### src/rtl/vram_defs.sv
// Constants shared by the VGA framebuffer and its rectangle-fill engine,
// plus the fill engine's state encoding.
package vram_defs;

  localparam int SCREEN_W    = 160;
  localparam int SCREEN_H    = 100;
  localparam int VRAM_ADDR_W = 14;

  typedef enum logic [1:0] {
    ST_IDLE  = 2'd0,
    ST_SETUP = 2'd1,
    ST_FILL  = 2'd2,
    ST_DONE  = 2'd3
  } state_t;

endpackage

### src/rtl/vram_rect_fill.sv
// Rectangle-fill engine: clips one command to the screen and streams one
// VRAM write per clock in raster order on the framebuffer's CPU-side port.
module vram_rect_fill #(
  parameter int SCREEN_W = vram_defs::SCREEN_W,
  parameter int SCREEN_H = vram_defs::SCREEN_H,
  parameter int ADDR_W   = vram_defs::VRAM_ADDR_W
) (
  input  logic              cpu_clk,
  input  logic              reset,
  input  logic              cmd_valid,
  output logic              cmd_ready,
  input  logic [7:0]        cmd_x,
  input  logic [6:0]        cmd_y,
  input  logic [7:0]        cmd_w,
  input  logic [6:0]        cmd_h,
  input  logic [7:0]        cmd_color,
  output logic              busy,
  output logic              done,
  output logic              cpu_wr,
  output logic [ADDR_W-1:0] cpu_addr,
  output logic [7:0]        cpu_data
);
  import vram_defs::*;

  state_t            state_q, state_d;
  logic              ready_q, ready_d, busy_q, busy_d, done_q, done_d, wr_q, wr_d;
  logic [ADDR_W-1:0] addr_q, addr_d, base_q, base_d, base_calc;
  logic [7:0]        data_q, data_d, x_q, x_d, w_q, w_d, color_q, color_d;
  logic [6:0]        y_q, y_d, h_q, h_d;
  logic [8:0]        wclip_q, wclip_d, col_q, col_d, xend;
  logic [7:0]        hclip_q, hclip_d, row_q, row_d, yend;

  always_comb begin
    state_d   = state_q;
    ready_d   = ready_q;
    busy_d    = busy_q;
    done_d    = 1'b0;
    wr_d      = 1'b0;
    addr_d    = addr_q;
    data_d    = data_q;
    x_d       = x_q;
    y_d       = y_q;
    w_d       = w_q;
    h_d       = h_q;
    color_d   = color_q;
    wclip_d   = wclip_q;
    hclip_d   = hclip_q;
    base_d    = base_q;
    col_d     = col_q;
    row_d     = row_q;
    xend      = '0;
    yend      = '0;
    base_calc = '0;
    case (state_q)
      ST_IDLE: begin
        if (cmd_valid) begin
          x_d     = cmd_x;
          y_d     = cmd_y;
          w_d     = cmd_w;
          h_d     = cmd_h;
          color_d = cmd_color;
          ready_d = 1'b0;
          busy_d  = 1'b1;
          state_d = ST_SETUP;
        end
      end
      ST_SETUP: begin
        // Clip against the screen edge; an origin already off-screen gives zero extent.
        xend = {1'b0, x_q} + {1'b0, w_q};
        if ({1'b0, x_q} >= 9'(SCREEN_W)) wclip_d = '0;
        else wclip_d = ((xend > 9'(SCREEN_W)) ? 9'(SCREEN_W) : xend) - {1'b0, x_q};
        yend = {1'b0, y_q} + {1'b0, h_q};
        if ({1'b0, y_q} >= 8'(SCREEN_H)) hclip_d = '0;
        else hclip_d = ((yend > 8'(SCREEN_H)) ? 8'(SCREEN_H) : yend) - {1'b0, y_q};
        // y*160 as shift-and-add
        base_calc = ADDR_W'({y_q, 7'b0}) + ADDR_W'({y_q, 5'b0});
        base_d    = base_calc;
        if (wclip_d == '0 || hclip_d == '0) begin
          done_d  = 1'b1;
          state_d = ST_DONE;
        end else begin
          wr_d    = 1'b1;
          addr_d  = base_calc + ADDR_W'(x_q);
          data_d  = color_q;
          col_d   = '0;
          row_d   = '0;
          state_d = ST_FILL;
        end
      end
      ST_FILL: begin
        if (col_q == wclip_q - 9'd1) begin
          if (row_q == hclip_q - 8'd1) begin
            done_d  = 1'b1;
            state_d = ST_DONE;
          end else begin
            wr_d   = 1'b1;
            base_d = base_q + ADDR_W'(SCREEN_W);
            addr_d = base_q + ADDR_W'(SCREEN_W) + ADDR_W'(x_q);
            col_d  = '0;
            row_d  = row_q + 8'd1;
          end
        end else begin
          wr_d   = 1'b1;
          addr_d = addr_q + ADDR_W'(1);
          col_d  = col_q + 9'd1;
        end
      end
      ST_DONE: begin
        ready_d = 1'b1;
        busy_d  = 1'b0;
        state_d = ST_IDLE;
      end
      default: state_d = ST_IDLE;
    endcase
  end

  always_ff @(posedge cpu_clk or posedge reset) begin
    if (reset) begin
      state_q <= ST_IDLE;
      ready_q <= 1'b1;
      busy_q  <= 1'b0;
      done_q  <= 1'b0;
      wr_q    <= 1'b0;
      addr_q  <= '0;
      data_q  <= '0;
    end else begin
      state_q <= state_d;
      ready_q <= ready_d;
      busy_q  <= busy_d;
      done_q  <= done_d;
      wr_q    <= wr_d;
      addr_q  <= addr_d;
      data_q  <= data_d;
    end
  end

  // Command fields and walk counters are always rewritten before use.
  always_ff @(posedge cpu_clk) begin
    x_q     <= x_d;
    y_q     <= y_d;
    w_q     <= w_d;
    h_q     <= h_d;
    color_q <= color_d;
    wclip_q <= wclip_d;
    hclip_q <= hclip_d;
    base_q  <= base_d;
    col_q   <= col_d;
    row_q   <= row_d;
  end

  assign cmd_ready = ready_q;
  assign busy      = busy_q;
  assign done      = done_q;
  assign cpu_wr    = wr_q;
  assign cpu_addr  = addr_q;
  assign cpu_data  = data_q;

endmodule

### config.mk
export PLATFORM = sky130hd
export DESIGN_NAME = vram_rect_fill
export DESIGN_NICKNAME = d
export VERILOG_FILES = /design/src/rtl/vram_defs.sv /design/src/rtl/vram_rect_fill.sv
export SDC_FILE = /design/constraint.sdc
export NUM_CORES = 1
export LEC_CHECK = 0
export BUFFER_PORTS_ARGS = -buffer_cell sky130_fd_sc_hd__buf_4
export CAP_MARGIN = 5
export CORE_MARGIN = 3
export CORE_UTILIZATION = 45
export CTS_BUF_LIST = sky130_fd_sc_hd__clkbuf_16
export DETAILED_ROUTE_END_ITERATION = 8
export PLACE_DENSITY_LB_ADDON = 0.05
export SYNTH_ARGS = -nofsm -noshare
export SYNTH_HDL_FRONTEND = slang
export SYNTH_SLANG_ARGS = --single-unit
export TNS_END_PERCENT = 100
### constraint.sdc
create_clock -name cpu_clk -period 6.4 [get_ports cpu_clk]
set_input_delay 1.28 -clock cpu_clk [delete_from_list [all_inputs] [get_ports cpu_clk]]
set_output_delay 1.28 -clock cpu_clk [all_outputs]
set_load 0.05 [all_outputs]
==> flow_metrics.env <==
export IMPL_critical_path_startpoint_type="register"
export IMPL_vias=5484
export IMPL_finalWorstPathRequiredPeriod_ns=6.05
export IMPL_cts_sinks=109
export IMPL_clock_tree_root_cell="clkbuf_16"
export IMPL_final_weighted_congestion_in_routability_driven_placement=0.887
export IMPL_yosys_area_top_type_share_pct=32.6
export IMPL_critical_path_max_fanout=15
export IMPL_die_w_um=135
export IMPL_slew_limit_headroom_pct=32.8
export IMPL_synth_area_leader_cell="edfxtp_1"
export IMPL_setup_repair_after_global_routing_missed_its_margin="false"
export IMPL_max_cap_viol_count=0
export IMPL_cellPowerDensity_mw_per_mm2=562
export IMPL_rows=46
export IMPL_global_route_overflow_total=0
export IMPL_core_area_mm2=0.0161
export IMPL_cts_hold_buf=0
export IMPL_final_nets=884
export IMPL_final_min_period_over_clock_period_pct=94.5
export IMPL_synth_top_cells_by_area="edfxtp_1 (33%), dfrtp_1 (9.0%), ha_1 (8.2%)"
export IMPL_syn_area_mm2=0.00747
export IMPL_grt_start_max_net_pins=46
export IMPL_static_leakage_uw=0.00356
export IMPL_antenna_found_initial=0
export IMPL_hp_class="register to register"
export IMPL_critical_path_arrival_ns=6.11
export IMPL_critical_path_endpoint_type="register"
export IMPL_sequential_area_share_after_synthesis_pct=42.0
export IMPL_multiInputGateArea_mm2=0.00407
export IMPL_clk_latency_ns=0.36
export IMPL_layout_drive_gt1_share_pct=16.2
export IMPL_finalHoldViolCount=0
export IMPL_worst_path_max_delay_cell="or4_4"
export IMPL_hold_slack_ns=0.485
export IMPL_synth_top_flop_cell="edfxtp_1"
export IMPL_htreeDepth=3
export IMPL_required_ns=6.46
export IMPL_synth_most_common_cell="edfxtp_1"
export IMPL_yosys_register_bits=109
export IMPL_result_of_the_run="finished clean"
export IMPL_syn_avg_cell_area_um2=10.4
export IMPL_wl_um=16300
export IMPL_worst_setup_hold_path_clk_slew_ns=0.09
export IMPL_setup_worst_path_class="register to register"
export IMPL_drc=0
export IMPL_r2r_end="col_q[6]$_SDFFCE_PP0P_"
export IMPL_ports_placed_on_the_boundary=67
export IMPL_r2r_setup_slack_ns=0.35
export IMPL_port_buffers=66
export IMPL_number_of_different_library_cells_in_the_post_synthesis_netlist=70
export IMPL_wl_per_cell_um=16.2
export IMPL_crit_path_end="col_q[6]$_SDFFCE_PP0P_"
export IMPL_critPathLaunch="y_q[0]$_DFFE_PP_"
export IMPL_number_of_nets_produced_by_synthesis=816
export IMPL_worstPathCellList="ha_1 > inv_1 > fa_1 > nand2b_1 > a2111o_1 > o311a_1 > a211o_4 > nand2_1 > o21ai_0 > fa_1 > a21o_1 > a21oi_1 > o21ai_0 > xor2_1 > a2111oi_0 > o311ai_0 > or4_4 > o32ai_4 > nand3b_4 > inv_1"
export IMPL_yosys_warnings=0
export IMPL_timing_max_transition_violations_final=0
export IMPL_critPathMaxStageDelay_ns=0.58
export IMPL_route_antenna_remaining_nets=0
export IMPL_rr_startpoint="y_q[0]$_DFFE_PP_"
export IMPL_dp_hpwl_um=12700
export IMPL_detail_route_vias_per_cell=5.44
export IMPL_report_final_setup_viol=0
export IMPL_cts_repair_timing_setup_buffer_count=0
export IMPL_max_slew_worst_pin_slew_ns=1.01
export IMPL_first_global_vias=5458
export IMPL_floorplan_initialDensity_pct=46.5
export IMPL_worst_r2r_path_depth=20
export IMPL_final_setup_tns_ns=0
export IMPL_vdd_drop_max_mv=0.306
export IMPL_die_h_um=135
export IMPL_fp_dieArea_mm2=0.0182
export IMPL_drt_first_pass_iters=4
export IMPL_final_seq_area_mm2=0.00313
export IMPL_flow_area_growth_from_synthesis_pct=14.5
export IMPL_clock_skew_final_ns=0.0154
export IMPL_tritoncts_num_buffers=9
export IMPL_fmax_ghz=0.165
export IMPL_antenna_diode_count=0
export IMPL_synth_common_cells="edfxtp_1 (81), inv_1 (55), ha_1 (49), nor2_1 (49), xor2_1 (44)"
export IMPL_tritoncts_clock_tree="yes"
export IMPL_iter_0_drt_violations=297
export IMPL_synth_edff_count=81
export IMPL_syn_inst=719
export IMPL_ys_async_sr_fraction_pct=25.7
export IMPL_grt_first_pass_wirelength_um=27300
export IMPL_cts_resized=0
export IMPL_grt_usage_pct=18.6
export IMPL_max_clock_path_buffers=2
export IMPL_fillerInstances=1453
logic make-up after synthesis:
kind of cell             Yosys count  synth area share, %
adder cells (fa/ha/maj)           56                 10.1
multiplexers                      35                 5.36
buffers and inverters             69                 3.69
XOR/XNOR                          78                 9.15
flip-flops                       109                 42.0
AND/OR/NAND/NOR                  212                 14.7
AO/OA/AOI/OAI                    160                 15.0
cell type report:
| cell class | instances | area share, % |
|---|---|---|
| Tap cell | 216 | 3.16 |
| Inverter | 55 | 2.41 |
| Clock inverter | 7 | 1.13 |
| Sequential cell | 109 | 36.6 |
| Multi-Input combinational cell | 541 | 47.6 |
| Timing Repair Buffer | 71 | 6.47 |
| Clock buffer | 9 | 2.63 |
where the power goes:
part | leakage (µW) | internal [µW] | switching, µW | total (µW)
sequential | 0.00110 | 1160 | 283 | 1450
clock | 0.000155 | 285 | 294 | 579
combinational | 0.00231 | 1160 | 1630 | 2780
total | 0.00356 | 2600 | 2210 | 4810
worst min-delay path by stage:
| stage | slack [ns] | depth (start not counted) | start | to |
|---|---|---|---|---|
| detailed placement | 0.47 | 1 | color_q[0]$_DFFE_PP_ | cpu_data[0]$_DFFE_PP0P_ |
| global route | 0.50 | 1 | color_q[0]$_DFFE_PP_ | cpu_data[0]$_DFFE_PP0P_ |
| finish | 0.48 | 1 | color_q[2]$_DFFE_PP_ | cpu_data[2]$_DFFE_PP0P_ |
| global placement | 0.46 | 1 | color_q[6]$_DFFE_PP_ | cpu_data[6]$_DFFE_PP0P_ |
| CTS | 0.49 | 1 | color_q[2]$_DFFE_PP_ | cpu_data[2]$_DFFE_PP0P_ |
| floorplan | 0.45 | 1 | color_q[0]$_DFFE_PP_ | cpu_data[0]$_DFFE_PP0P_ |
layout by cell type (no fill, tap or decap), drive strengths merged, types with 10 or more instances in the layout:
cell,synthesis,routed
nor3,14,14
mux2,25,25
ha,49,49
and3,12,12
o21ai,33,33
nand3,25,25
buf,4,71
nand2b,15,15
o211ai,11,11
xor2,44,44
mux2i,10,10
edfxtp,81,81
dfrtp,27,27
inv,55,58
xnor2,34,34
a21oi,38,38
and2,18,18
nor2,49,49
a21o,13,13
nand2,41,41
per-stage QoR:
step | utilization [%] | std cells | worst slack (ns) | area, µm² | total power [µW]
floorplan | - | 719 | 1.07 | 7470 | 3590
global placement | 51.1 | 991 | 0.692 | 8200 | 4170
detailed placement | 51.1 | 991 | 0.475 | 8200 | 4240
CTS | 53.1 | 1007 | 0.423 | 8530 | 4850
global route | 53.3 | 1008 | 0.113 | 8550 | 5210
finish | 53.3 | 1008 | 0.354 | 8550 | 4810
critical path: cells and delay by family, from the launching register on:
kind	cells	cell delay, ns
compound gates	10	2.46
simple gates	4	1.26
fa+ha+maj	3	1.08
flops	1	0.47
buf+inv	2	0.31
xor+xnor	1	0.16
flip-flops by register name, summed over array words and instances (netlist names), 2 cells and up:
| register | flops |
|---|---|
| color_q | 8 |
| h_q | 7 |
| base_q | 9 |
| cpu_data | 8 |
| cpu_addr | 14 |
| row_q | 8 |
| state_q | 2 |
| y_q | 7 |
| hclip_q | 8 |
| col_q | 9 |
| wclip_q | 9 |
| w_q | 8 |
| x_q | 8 |
per-layer routing:
| metal | vias to the layer above | share of wire [%] | wire length (µm) | global-route usage [%] |
|---|---|---|---|---|
| met3 | 16 | 4.8 | 780 | 4.10 |
| met5 | - | 0 | 0 | 0 |
| li1 | 2760 | - | - | - |
| met1 | 2574 | 49 | 7920 | 26.5 |
| met2 | 134 | 45 | 7370 | 29.0 |
| met4 | 0 | 1.5 | 250 | 4.81 |
(Power assumes the default switching activity.)
